File: config.mk
export PLATFORM = sky130hd
export DESIGN_NAME = hazard_scoreboard_flat
export DESIGN_NICKNAME = d
export VERILOG_FILES = /design/src/rtl/hazard_scoreboard_if.sv /design/src/rtl/hazard_scoreboard.sv /design/src/flat_wrapper.sv
export SDC_FILE = /design/constraint.sdc
export NUM_CORES = 1
export LEC_CHECK = 0
export ABC_AREA = 1
export CELL_PAD_IN_SITES_DETAIL_PLACEMENT = 1
export CELL_PAD_IN_SITES_GLOBAL_PLACEMENT = 2
export CORE_MARGIN = 2
export CORE_UTILIZATION = 31
export CTS_CLUSTER_DIAMETER = 80
export DETAILED_ROUTE_END_ITERATION = 16
export PLACE_DENSITY = 0.82
export REMOVE_ABC_BUFFERS = 1
export SLEW_MARGIN = 20
export SYNTH_ARGS = -nofsm -noshare
export SYNTH_HDL_FRONTEND = slang
export SYNTH_SLANG_ARGS = --single-unit
File: constraint.sdc
create_clock -name clk -period 4.46 [get_ports clk]
set_input_delay 0.669 -clock clk [delete_from_list [all_inputs] [get_ports clk]]
set_output_delay 0.669 -clock clk [all_outputs]
set_load 0.01 [all_outputs]
File: src/rtl/hazard_scoreboard_if.sv
// ID-stage hazard interface: decode-side sources/destination in,
// freeze/flush/forward selects and stall count out.
interface hazard_scoreboard_if #(
    parameter int CNT_W = 32
);
    logic [4:0]       id_src1;
    logic [4:0]       id_src2;
    logic [4:0]       id_dst;
    logic             id_wb_en;
    logic             id_mem_r_en;
    logic             br_taken;
    logic             ext_stall;
    logic             freeze;
    logic             flush;
    logic [1:0]       fwd_a;
    logic [1:0]       fwd_b;
    logic [CNT_W-1:0] stall_count;

    modport master (
        output id_src1, id_src2, id_dst, id_wb_en, id_mem_r_en,
        output br_taken, ext_stall,
        input  freeze, flush, fwd_a, fwd_b, stall_count
    );

    modport slave (
        input  id_src1, id_src2, id_dst, id_wb_en, id_mem_r_en,
        input  br_taken, ext_stall,
        output freeze, flush, fwd_a, fwd_b, stall_count
    );
endinterface

File: src/rtl/hazard_scoreboard.sv
// Tracks EXE/MEM/WB destinations against ID sources; drives freeze,
// flush, EXE forwarding selects and a freeze-cycle counter.
module hazard_scoreboard #(
    parameter bit FORWARD_EN = 1'b1,
    parameter bit WB_BYPASS  = 1'b1,
    parameter int CNT_W      = 32
) (
    input logic              clk,
    input logic              rst,
    hazard_scoreboard_if.slave bus
);
    typedef struct packed {
        logic [4:0] dst;
        logic       wb_en;
        logic       mem_r_en;
    } slot_t;

    slot_t            r_exe;
    logic [4:0]       r_mem_dst;
    logic             r_mem_wb;
    logic [4:0]       r_wb_dst;
    logic             r_wb_wb;
    logic [4:0]       r_ex_src1;
    logic [4:0]       r_ex_src2;
    logic [CNT_W-1:0] r_stall_cnt;

    logic       w_exe_v;
    logic       w_mem_v;
    logic       w_wb_v;
    logic       w_hit_exe;
    logic       w_hit_mem;
    logic       w_hit_wb;
    logic       w_haz;
    logic       w_freeze;
    logic [1:0] w_fwd_a;
    logic [1:0] w_fwd_b;

    // dst!=0 in validity keeps r0 out of every match
    assign w_exe_v = r_exe.wb_en && (r_exe.dst != 5'd0);
    assign w_mem_v = r_mem_wb && (r_mem_dst != 5'd0);
    assign w_wb_v  = r_wb_wb && (r_wb_dst != 5'd0);

    assign w_hit_exe = w_exe_v &&
        ((r_exe.dst == bus.id_src1) || (r_exe.dst == bus.id_src2));
    assign w_hit_mem = w_mem_v &&
        ((r_mem_dst == bus.id_src1) || (r_mem_dst == bus.id_src2));
    assign w_hit_wb = w_wb_v &&
        ((r_wb_dst == bus.id_src1) || (r_wb_dst == bus.id_src2));

    assign w_haz = FORWARD_EN ?
        (w_hit_exe && r_exe.mem_r_en) :
        (w_hit_exe || w_hit_mem || (!WB_BYPASS && w_hit_wb));

    assign w_freeze = w_haz && !bus.br_taken && rst;

    always_comb begin
        w_fwd_a = 2'b00;
        w_fwd_b = 2'b00;
        if (FORWARD_EN && rst) begin
            if (w_mem_v && (r_mem_dst == r_ex_src1)) w_fwd_a = 2'b01;
            else if (w_wb_v && (r_wb_dst == r_ex_src1)) w_fwd_a = 2'b10;
            if (w_mem_v && (r_mem_dst == r_ex_src2)) w_fwd_b = 2'b01;
            else if (w_wb_v && (r_wb_dst == r_ex_src2)) w_fwd_b = 2'b10;
        end
    end

    always_ff @(posedge clk) begin
        if (!rst) begin
            r_exe       <= '0;
            r_mem_dst   <= 5'd0;
            r_mem_wb    <= 1'b0;
            r_wb_dst    <= 5'd0;
            r_wb_wb     <= 1'b0;
            r_ex_src1   <= 5'd0;
            r_ex_src2   <= 5'd0;
            r_stall_cnt <= '0;
        end else if (!bus.ext_stall) begin
            r_wb_dst  <= r_mem_dst;
            r_wb_wb   <= r_mem_wb;
            r_mem_dst <= r_exe.dst;
            r_mem_wb  <= r_exe.wb_en;
            // a frozen or wrong-path ID instruction becomes a bubble
            if (w_freeze || bus.br_taken) begin
                r_exe     <= '0;
                r_ex_src1 <= 5'd0;
                r_ex_src2 <= 5'd0;
            end else begin
                r_exe     <= {bus.id_dst, bus.id_wb_en, bus.id_mem_r_en};
                r_ex_src1 <= bus.id_src1;
                r_ex_src2 <= bus.id_src2;
            end
            if (w_freeze)
                r_stall_cnt <= r_stall_cnt + {{(CNT_W-1){1'b0}}, 1'b1};
        end
    end

    assign bus.freeze      = w_freeze;
    assign bus.flush       = bus.br_taken && rst;
    assign bus.fwd_a       = w_fwd_a;
    assign bus.fwd_b       = w_fwd_b;
    assign bus.stall_count = r_stall_cnt;
endmodule

File: src/flat_wrapper.sv
// flat-port wrapper written by rule: the top's interface ports become plain ports
module hazard_scoreboard_flat 
#(
    parameter bit FORWARD_EN = 1'b1,
    parameter bit WB_BYPASS  = 1'b1,
    parameter int CNT_W      = 32
)
  (clk, rst, bus_id_src1, bus_id_src2, bus_id_dst, bus_id_wb_en, bus_id_mem_r_en, bus_br_taken, bus_ext_stall, bus_freeze, bus_flush, bus_fwd_a, bus_fwd_b, bus_stall_count);
  hazard_scoreboard_if #(.CNT_W(CNT_W)) bus_i ();
  input logic clk;
  input logic rst;
  input wire logic [$bits(bus_i.id_src1)-1:0] bus_id_src1;
  input wire logic [$bits(bus_i.id_src2)-1:0] bus_id_src2;
  input wire logic [$bits(bus_i.id_dst)-1:0] bus_id_dst;
  input wire logic [$bits(bus_i.id_wb_en)-1:0] bus_id_wb_en;
  input wire logic [$bits(bus_i.id_mem_r_en)-1:0] bus_id_mem_r_en;
  input wire logic [$bits(bus_i.br_taken)-1:0] bus_br_taken;
  input wire logic [$bits(bus_i.ext_stall)-1:0] bus_ext_stall;
  output wire logic [$bits(bus_i.freeze)-1:0] bus_freeze;
  output wire logic [$bits(bus_i.flush)-1:0] bus_flush;
  output wire logic [$bits(bus_i.fwd_a)-1:0] bus_fwd_a;
  output wire logic [$bits(bus_i.fwd_b)-1:0] bus_fwd_b;
  output wire logic [$bits(bus_i.stall_count)-1:0] bus_stall_count;
  assign bus_i.id_src1 = bus_id_src1;
  assign bus_i.id_src2 = bus_id_src2;
  assign bus_i.id_dst = bus_id_dst;
  assign bus_i.id_wb_en = bus_id_wb_en;
  assign bus_i.id_mem_r_en = bus_id_mem_r_en;
  assign bus_i.br_taken = bus_br_taken;
  assign bus_i.ext_stall = bus_ext_stall;
  assign bus_freeze = bus_i.freeze;
  assign bus_flush = bus_i.flush;
  assign bus_fwd_a = bus_i.fwd_a;
  assign bus_fwd_b = bus_i.fwd_b;
  assign bus_stall_count = bus_i.stall_count;
  hazard_scoreboard #(.FORWARD_EN(FORWARD_EN), .WB_BYPASS(WB_BYPASS), .CNT_W(CNT_W)) u_core (.clk(clk), .rst(rst), .bus(bus_i));
endmodule
==> impl_metrics.env, run 1 <==
export IMPL_synth_cell_area_mm2=0.00343
export IMPL_status="completed"
export IMPL_power_density_mw_per_mm2=260
export IMPL_grt_first_pass_wirelength_um=17200
export IMPL_dr_total_vias=3456
export IMPL_post_cts_resized=0
export IMPL_ant_nets=0
export IMPL_met2_length_um=5040
export IMPL_die_width_um=109
export IMPL_worstPathRequired_ps=3790
export IMPL_path_clk_slew_ps=60
export IMPL_rsz0062_at_grt="false"
export IMPL_fin_cells=727
export IMPL_ys_ff_latch=61
export IMPL_postCtsHoldBufs=0
export IMPL_ys_seq_area_share_pct=35.6
export IMPL_top_layer_used="met4"
export IMPL_grt_pass1_vias=3486
export IMPL_min_to="u_core.r_exe[1]"
export IMPL_leakage_uw=0.00171
export IMPL_r2r_end="u_core.bus.stall_count[28]"
export IMPL_start_util_pct=31.7
export IMPL_fmax_mhz=283
export IMPL_worstRegToRegCells=10
export IMPL_dieArea_mm2=0.0119
export IMPL_tritoncts="done"
export IMPL_critPathKind="input pin to primary output"
export IMPL_htreeDepth=3
export IMPL_cts_sinks=61
export IMPL_critPathArrivalTime_ps=2860
export IMPL_reg2reg_slack_ps=2310
export IMPL_wl_met1_um=4790
export IMPL_nets=605
export IMPL_cts_buffers_inserted=9
export IMPL_root_buffer="clkbuf_8"
export IMPL_fp_dieH_um=109
export IMPL_avgSynthCellArea_um2=6.51
export IMPL_groute_usage_overall_pct=18.4
export IMPL_antenna_cells=0
export IMPL_rows=38
export IMPL_drt_pass1_iter_count=4
export IMPL_report_final_slew_viol_count=0
export IMPL_dpl_cell_count=712
export IMPL_gp_congestion=0.783
export IMPL_hold_start="u_core.r_exe[1]"
export IMPL_min_path_type="flop to flop"
export IMPL_synth_warnings=0
export IMPL_drc=0
export IMPL_grt_max_degree=41
export IMPL_crit_top_cell="clkdlybuf4s50_1"
export IMPL_wl_met3_um=264
export IMPL_drtIter0Drc=93
export IMPL_finalHoldViolCount=0
export IMPL_critPathLaunchType="input pin"
export IMPL_hpwl_um=7510
export IMPL_drt_wl_total_um=10200
export IMPL_design_area_mm2=0.00430
export IMPL_hold_depth=2
export IMPL_cp_slowest_cell="clkdlybuf4s50_1"
export IMPL_antenna_found_initial=0
export IMPL_io_buffers=58
export IMPL_ir_worst_vdd_v=0.0000914
export IMPL_fin_skew_ps=14.3
export IMPL_layout_filler_cells=1436
export IMPL_drive_above_1_share_pct=8.35
export IMPL_post_route_period_util_pct=79.1
export IMPL_setup_slack_ps=931
export IMPL_placed_area_mm2=0.00414
export IMPL_core_region_area_mm2=0.0108
export IMPL_crit_chain="clkdlybuf4s50_1 -> nand2_1 -> nor2_1 -> o21ai_1 -> inv_2 -> nand2_4 -> inv_1 -> clkdlybuf4s50_1"
export IMPL_setup_viol=0
export IMPL_cap_violations=0
export IMPL_synth_cells=527
export IMPL_ios=59
export IMPL_pre_cts_ws_ps=937
export IMPL_clock_latency_ps=340
export IMPL_worst_slew_pin_slew_ps=541
export IMPL_crit_path_end_kind="primary output"
export IMPL_cts_setup_buffers=0
export IMPL_grt_ovfl_total=0
export IMPL_slew_headroom_pct=63.7
export IMPL_final_min_clock_period_ps=3530
export IMPL_synth_cell_types=32
export IMPL_reg2reg_from="u_core.bus.stall_count[1]"
export IMPL_avgRoutedWirePerCell_um=14.0
export IMPL_regArea_mm2=0.00122
export IMPL_clockBufferDepth=2
export IMPL_cpPeakStageDelay_ps=790
export IMPL_syn_to_final_growth_pct=25.2
export IMPL_finalSetupTns_ps=0
export IMPL_multiInputGateArea_mm2=0.00186
export IMPL_via_per_inst=4.75
export IMPL_crit_fanout=19
export IMPL_utilization_pct=39.6
power breakdown:
part | leakage [uW] | switching, uW | internal (uW)
registers | 0.000495 | 14.8 | 557
logic | 0.00113 | 62.2 | 48.3
clock network | 0.0000833 | 221 | 213
total | 0.00171 | 298 | 818
metrics by stage:
step | hold WS (ps) | power [uW]
floorplan | 453 | 640
global placement | 466 | 692
detailed placement | 490 | 695
CTS | 500 | 1130
global route | 522 | 1170
finish | 502 | 1120
cell families after synthesis:
logic type,count (synthesis),synth area share [%]
AND/OR/NAND/NOR,290,37.3
flip-flops,61,35.6
adder cells (fa/ha/maj),1,0.365
AO/OA/AOI/OAI,70,12.4
buffers and inverters,89,10.2
XOR/XNOR,16,4.08
worst max-delay path: cells and delay by family:
kind                   cells  cell delay (ps)
AOI/OAI and AO/OA          1               90
and+or+nand+nor            3              490
buffers and inverters      4             1610
cells in the mapped netlist, drive strengths merged:
cell | n | area (um^2)
nand3 | 21 | 123
ha | 1 | 12.5
dfxtp | 61 | 1220
nor3 | 8 | 40.0
o41ai | 2 | 17.5
o21ai | 27 | 150
nand3b | 1 | 7.51
a21oi | 29 | 145
nand4 | 32 | 200
clkbuf | 10 | 37.5
or2 | 2 | 12.5
o21bai | 7 | 78.8
xor2 | 12 | 105
buf | 7 | 43.8
clkinv | 1 | 3.75
xnor2 | 4 | 35.0
nor2 | 99 | 404
inv | 71 | 267
a211oi | 2 | 15.0
o22ai | 3 | 18.8
nand2 | 127 | 494
per-layer routing:
layer,track usage (%),vias up
met5,0,-
met4,5.42,0
met3,3.53,9
met2,31.1,45
met1,23.8,1608
li1,-,1794
state kept, by name, indices dropped and copies added, names as in the netlist:
register	count
u_core.bus.stall_count	32
u_core.r_ex_src1	5
u_core.r_ex_src2	5
u_core.r_exe	7
u_core.r_mem_dst	5
u_core.r_mem_wb	1
u_core.r_wb_dst	5
u_core.r_wb_wb	1
how the worst max path moves through the flow:
stage	start	end	slack (ps)	cells after the start
floorplan	bus_ext_stall	u_core.bus.stall_count[26]	2300	6
global placement	rst	bus_freeze	1010	8
detailed placement	rst	bus_freeze	940	8
CTS	rst	bus_freeze	920	8
global route	rst	bus_freeze	770	8
finish	rst	bus_freeze	930	8
final cells by class:
cell class,count,share of cell area (%)
sequential,61,28.4
tap,140,4.08
clock buffer,13,3.47
multi-input combinational,377,43.3
clock inverter,2,0.233
timing repair buffer,62,14.2
inverter,72,6.29
layout by cell type, fill, tap and decap left out:
cell,count
nand3b_1,1
nand3_4,1
o22ai_1,3
clkdlybuf4s50_1,58
a21oi_1,29
nor2_2,7
nand2_2,1
clkbuf_1,3
nor2_4,2
clkinv_1,1
nand2_4,2
dfxtp_1,61
o41ai_1,2
nand4_1,32
nor2_1,90
or2_2,2
nand3_1,19
o21bai_2,7
xor2_1,12
ha_1,1
xnor2_1,4
o21ai_2,4
clkinv_2,2
nor3_1,8
clkbuf_8,10
nand3_2,1
o21ai_1,1
inv_1,65
nand2_1,124
buf_4,4
inv_2,6
o21ai_0,22
a211oi_1,2
(Power assumes the default switching activity.)
==> run 2, diff against run 1 <==
--- a/config.mk
+++ b/config.mk
@@ -9,10 +9,10 @@
 export CELL_PAD_IN_SITES_DETAIL_PLACEMENT = 1
 export CELL_PAD_IN_SITES_GLOBAL_PLACEMENT = 2
 export CORE_MARGIN = 2
-export CORE_UTILIZATION = 31
+export CORE_UTILIZATION = 28
 export CTS_CLUSTER_DIAMETER = 80
 export DETAILED_ROUTE_END_ITERATION = 16
-export PLACE_DENSITY = 0.82
+export PLACE_DENSITY = 0.74
 export REMOVE_ABC_BUFFERS = 1
 export SLEW_MARGIN = 20
 export SYNTH_ARGS = -nofsm -noshare
==> constraint.sdc (replaced) <==
create_clock -name clk -period 3.6 [get_ports clk]
set_input_delay 0.54 -clock clk [delete_from_list [all_inputs] [get_ports clk]]
set_output_delay 0.54 -clock clk [all_outputs]
set_load 0.01 [all_outputs]
==> impl_metrics.env, run 2 (synthesized netlist as in run 1, its figures left out) <==
export IMPL_finalHoldViolCount=0
export IMPL_final_min_clock_period_ps=3020
export IMPL_hpwl_um=7700
export IMPL_slew_headroom_pct=58.7
export IMPL_regArea_mm2=0.00122
export IMPL_die_width_um=115
export IMPL_setup_worst_path_start="rst"
export IMPL_setup_viol=0
export IMPL_path_clk_slew_ps=50
export IMPL_critical_path_buf_inv_count=5
export IMPL_power_internal_uw=1290
export IMPL_hold_start="u_core.r_exe[0]"
export IMPL_gp_congestion=0.820
export IMPL_min_path_type="flop to flop"
export IMPL_antenna_cells=0
export IMPL_finalSetupTns_ps=0
export IMPL_avgRoutedWirePerCell_um=14.2
export IMPL_clockBufferDepth=2
export IMPL_crit_fanout=19
export IMPL_layout_filler_cells=1513
export IMPL_htreeDepth=3
export IMPL_critPathKind="input pin to primary output"
export IMPL_crit_chain="clkdlybuf4s50_1 -> buf_4 -> nand2_1 -> nor2_1 -> o21ai_1 -> inv_2 -> nand2_4 -> inv_1 -> clkdlybuf4s50_1"
export IMPL_postCtsHoldBufs=0
export IMPL_post_cts_resized=0
export IMPL_critPathLaunchType="input pin"
export IMPL_fmax_mhz=331
export IMPL_fp_dieH_um=115
export IMPL_cap_violations=0
export IMPL_grt_ovfl_total=0
export IMPL_final_common_cell="nand2_1"
export IMPL_rows=40
export IMPL_share_seq_of_total_power_pct=41.1
export IMPL_root_buffer="clkbuf_16"
export IMPL_critical_path_top_delay_family="buffers and inverters"
export IMPL_ant_nets=0
export IMPL_drtIter0Drc=90
export IMPL_multiInputGateArea_mm2=0.00186
export IMPL_crit_path_end_kind="primary output"
export IMPL_drive_above_1_share_pct=9.48
export IMPL_cts_buffers_inserted=9
export IMPL_power_density_mw_per_mm2=386
export IMPL_whs_ps=478
export IMPL_antenna_found_initial=0
export IMPL_io_buffers=58
export IMPL_critPathArrivalTime_ps=2480
export IMPL_largest_register_ffs=32
export IMPL_start_util_pct=28.6
export IMPL_syn_to_final_growth_pct=30.2
export IMPL_core_region_area_mm2=0.0120
export IMPL_worst_slew_pin_slew_ps=614
export IMPL_drc=0
export IMPL_ir_worst_vdd_v=0.000277
export IMPL_swShare_pct=25.3
export IMPL_leakage_uw=0.00179
export IMPL_crit_top_cell="clkdlybuf4s50_1"
export IMPL_worstPathRequired_ps=3060
export IMPL_clkPwrFrac_pct=50.7
export IMPL_cp_slowest_cell="clkdlybuf4s50_1"
export IMPL_tritoncts="done"
export IMPL_power_frac_comb_pct=8.3
export IMPL_ios=59
export IMPL_post_route_period_util_pct=84.0
export IMPL_grt_max_degree=35
export IMPL_via_per_inst=4.76
export IMPL_groute_usage_overall_pct=17.1
export IMPL_drt_wl_total_um=10500
export IMPL_fin_skew_ps=9.61
export IMPL_dieArea_mm2=0.0132
export IMPL_drt_pass1_iter_count=4
export IMPL_switchingPower_uw=437
export IMPL_grt_pass1_vias=3644
export IMPL_cts_sinks=61
export IMPL_rsz0062_at_grt="false"
export IMPL_clock_latency_ps=340
export IMPL_grt_first_pass_wirelength_um=17800
export IMPL_dr_total_vias=3515
export IMPL_status="completed"
export IMPL_nets=608
export IMPL_final_cell_mix="nand2_1 (124), nor2_1 (90), inv_1 (65), dfxtp_1 (61), clkdlybuf4s50_1 (58)"
export IMPL_cpPeakStageDelay_ps=530
export IMPL_report_final_slew_viol_count=0
export IMPL_cts_setup_buffers=0
export IMPL_reg2reg_from="u_core.bus.stall_count[1]"
run 2: layer usage:
metal / routed length [um] / track usage, % / part of all wire (%) / vias up
li1: - / - / - / 1806
met3: 301 / 3.92 / 2.9 / 11
met2: 5120 / 29.5 / 49 / 41
met1: 4960 / 21.3 / 47 / 1657
met5: 0 / 0 / 0 / -
met4: 131 / 5.14 / 1.2 / 0
run 2: power by group through the flow:
stage	Combinational, uW	Sequential [uW]	Clock [uW]
2_1_floorplan	75.4	717	0
3_3_place_gp	140	724	0
3_5_place_dp	143	724	0
4_1_cts	144	709	904
5_1_grt	160	711	934
6_report	143	709	875
run 2: cell type report:
class,count,share of cell area [%]
multi-input cells,377,41.6
flip-flops and latches,61,27.3
repair buffers,65,14.2
inverters,72,6.05
clock buffers,9,5.04
well taps,147,4.12
clock inverters,7,1.71
run 2: worst paths after layout:
kind	end	slack, ps	depth (start not counted)
worst max-delay path	bus_freeze	580	9
worst min-delay path	u_core.r_exe[0]	480	2
worst max register to register	u_core.bus.stall_count[22]	1340	8
worst min register to register	u_core.r_exe[0]	480	2
run 2: worst reg2reg max path, delay by kind of cell, from the launching register on:
family	cells	cell delay, ps
adders and majority gates	1	250
DFF	1	370
AOI/OAI and AO/OA	1	220
and+or+nand+nor	6	1320
run 2: per-stage QoR:
| step | cells | power (uW) | utilization, % | cell area [um^2] | setup WS, ps |
|---|---|---|---|---|---|
| global placement | 722 | 863 | 34.7 | 4170 | 623 |
| finish | 738 | 1730 | 37.2 | 4470 | 575 |
| CTS | 738 | 1760 | 37.2 | 4470 | 555 |
| detailed placement | 722 | 867 | 34.7 | 4170 | 562 |
| global route | 738 | 1810 | 37.2 | 4470 | 401 |
| floorplan | 510 | 793 | - | 3350 | 1570 |
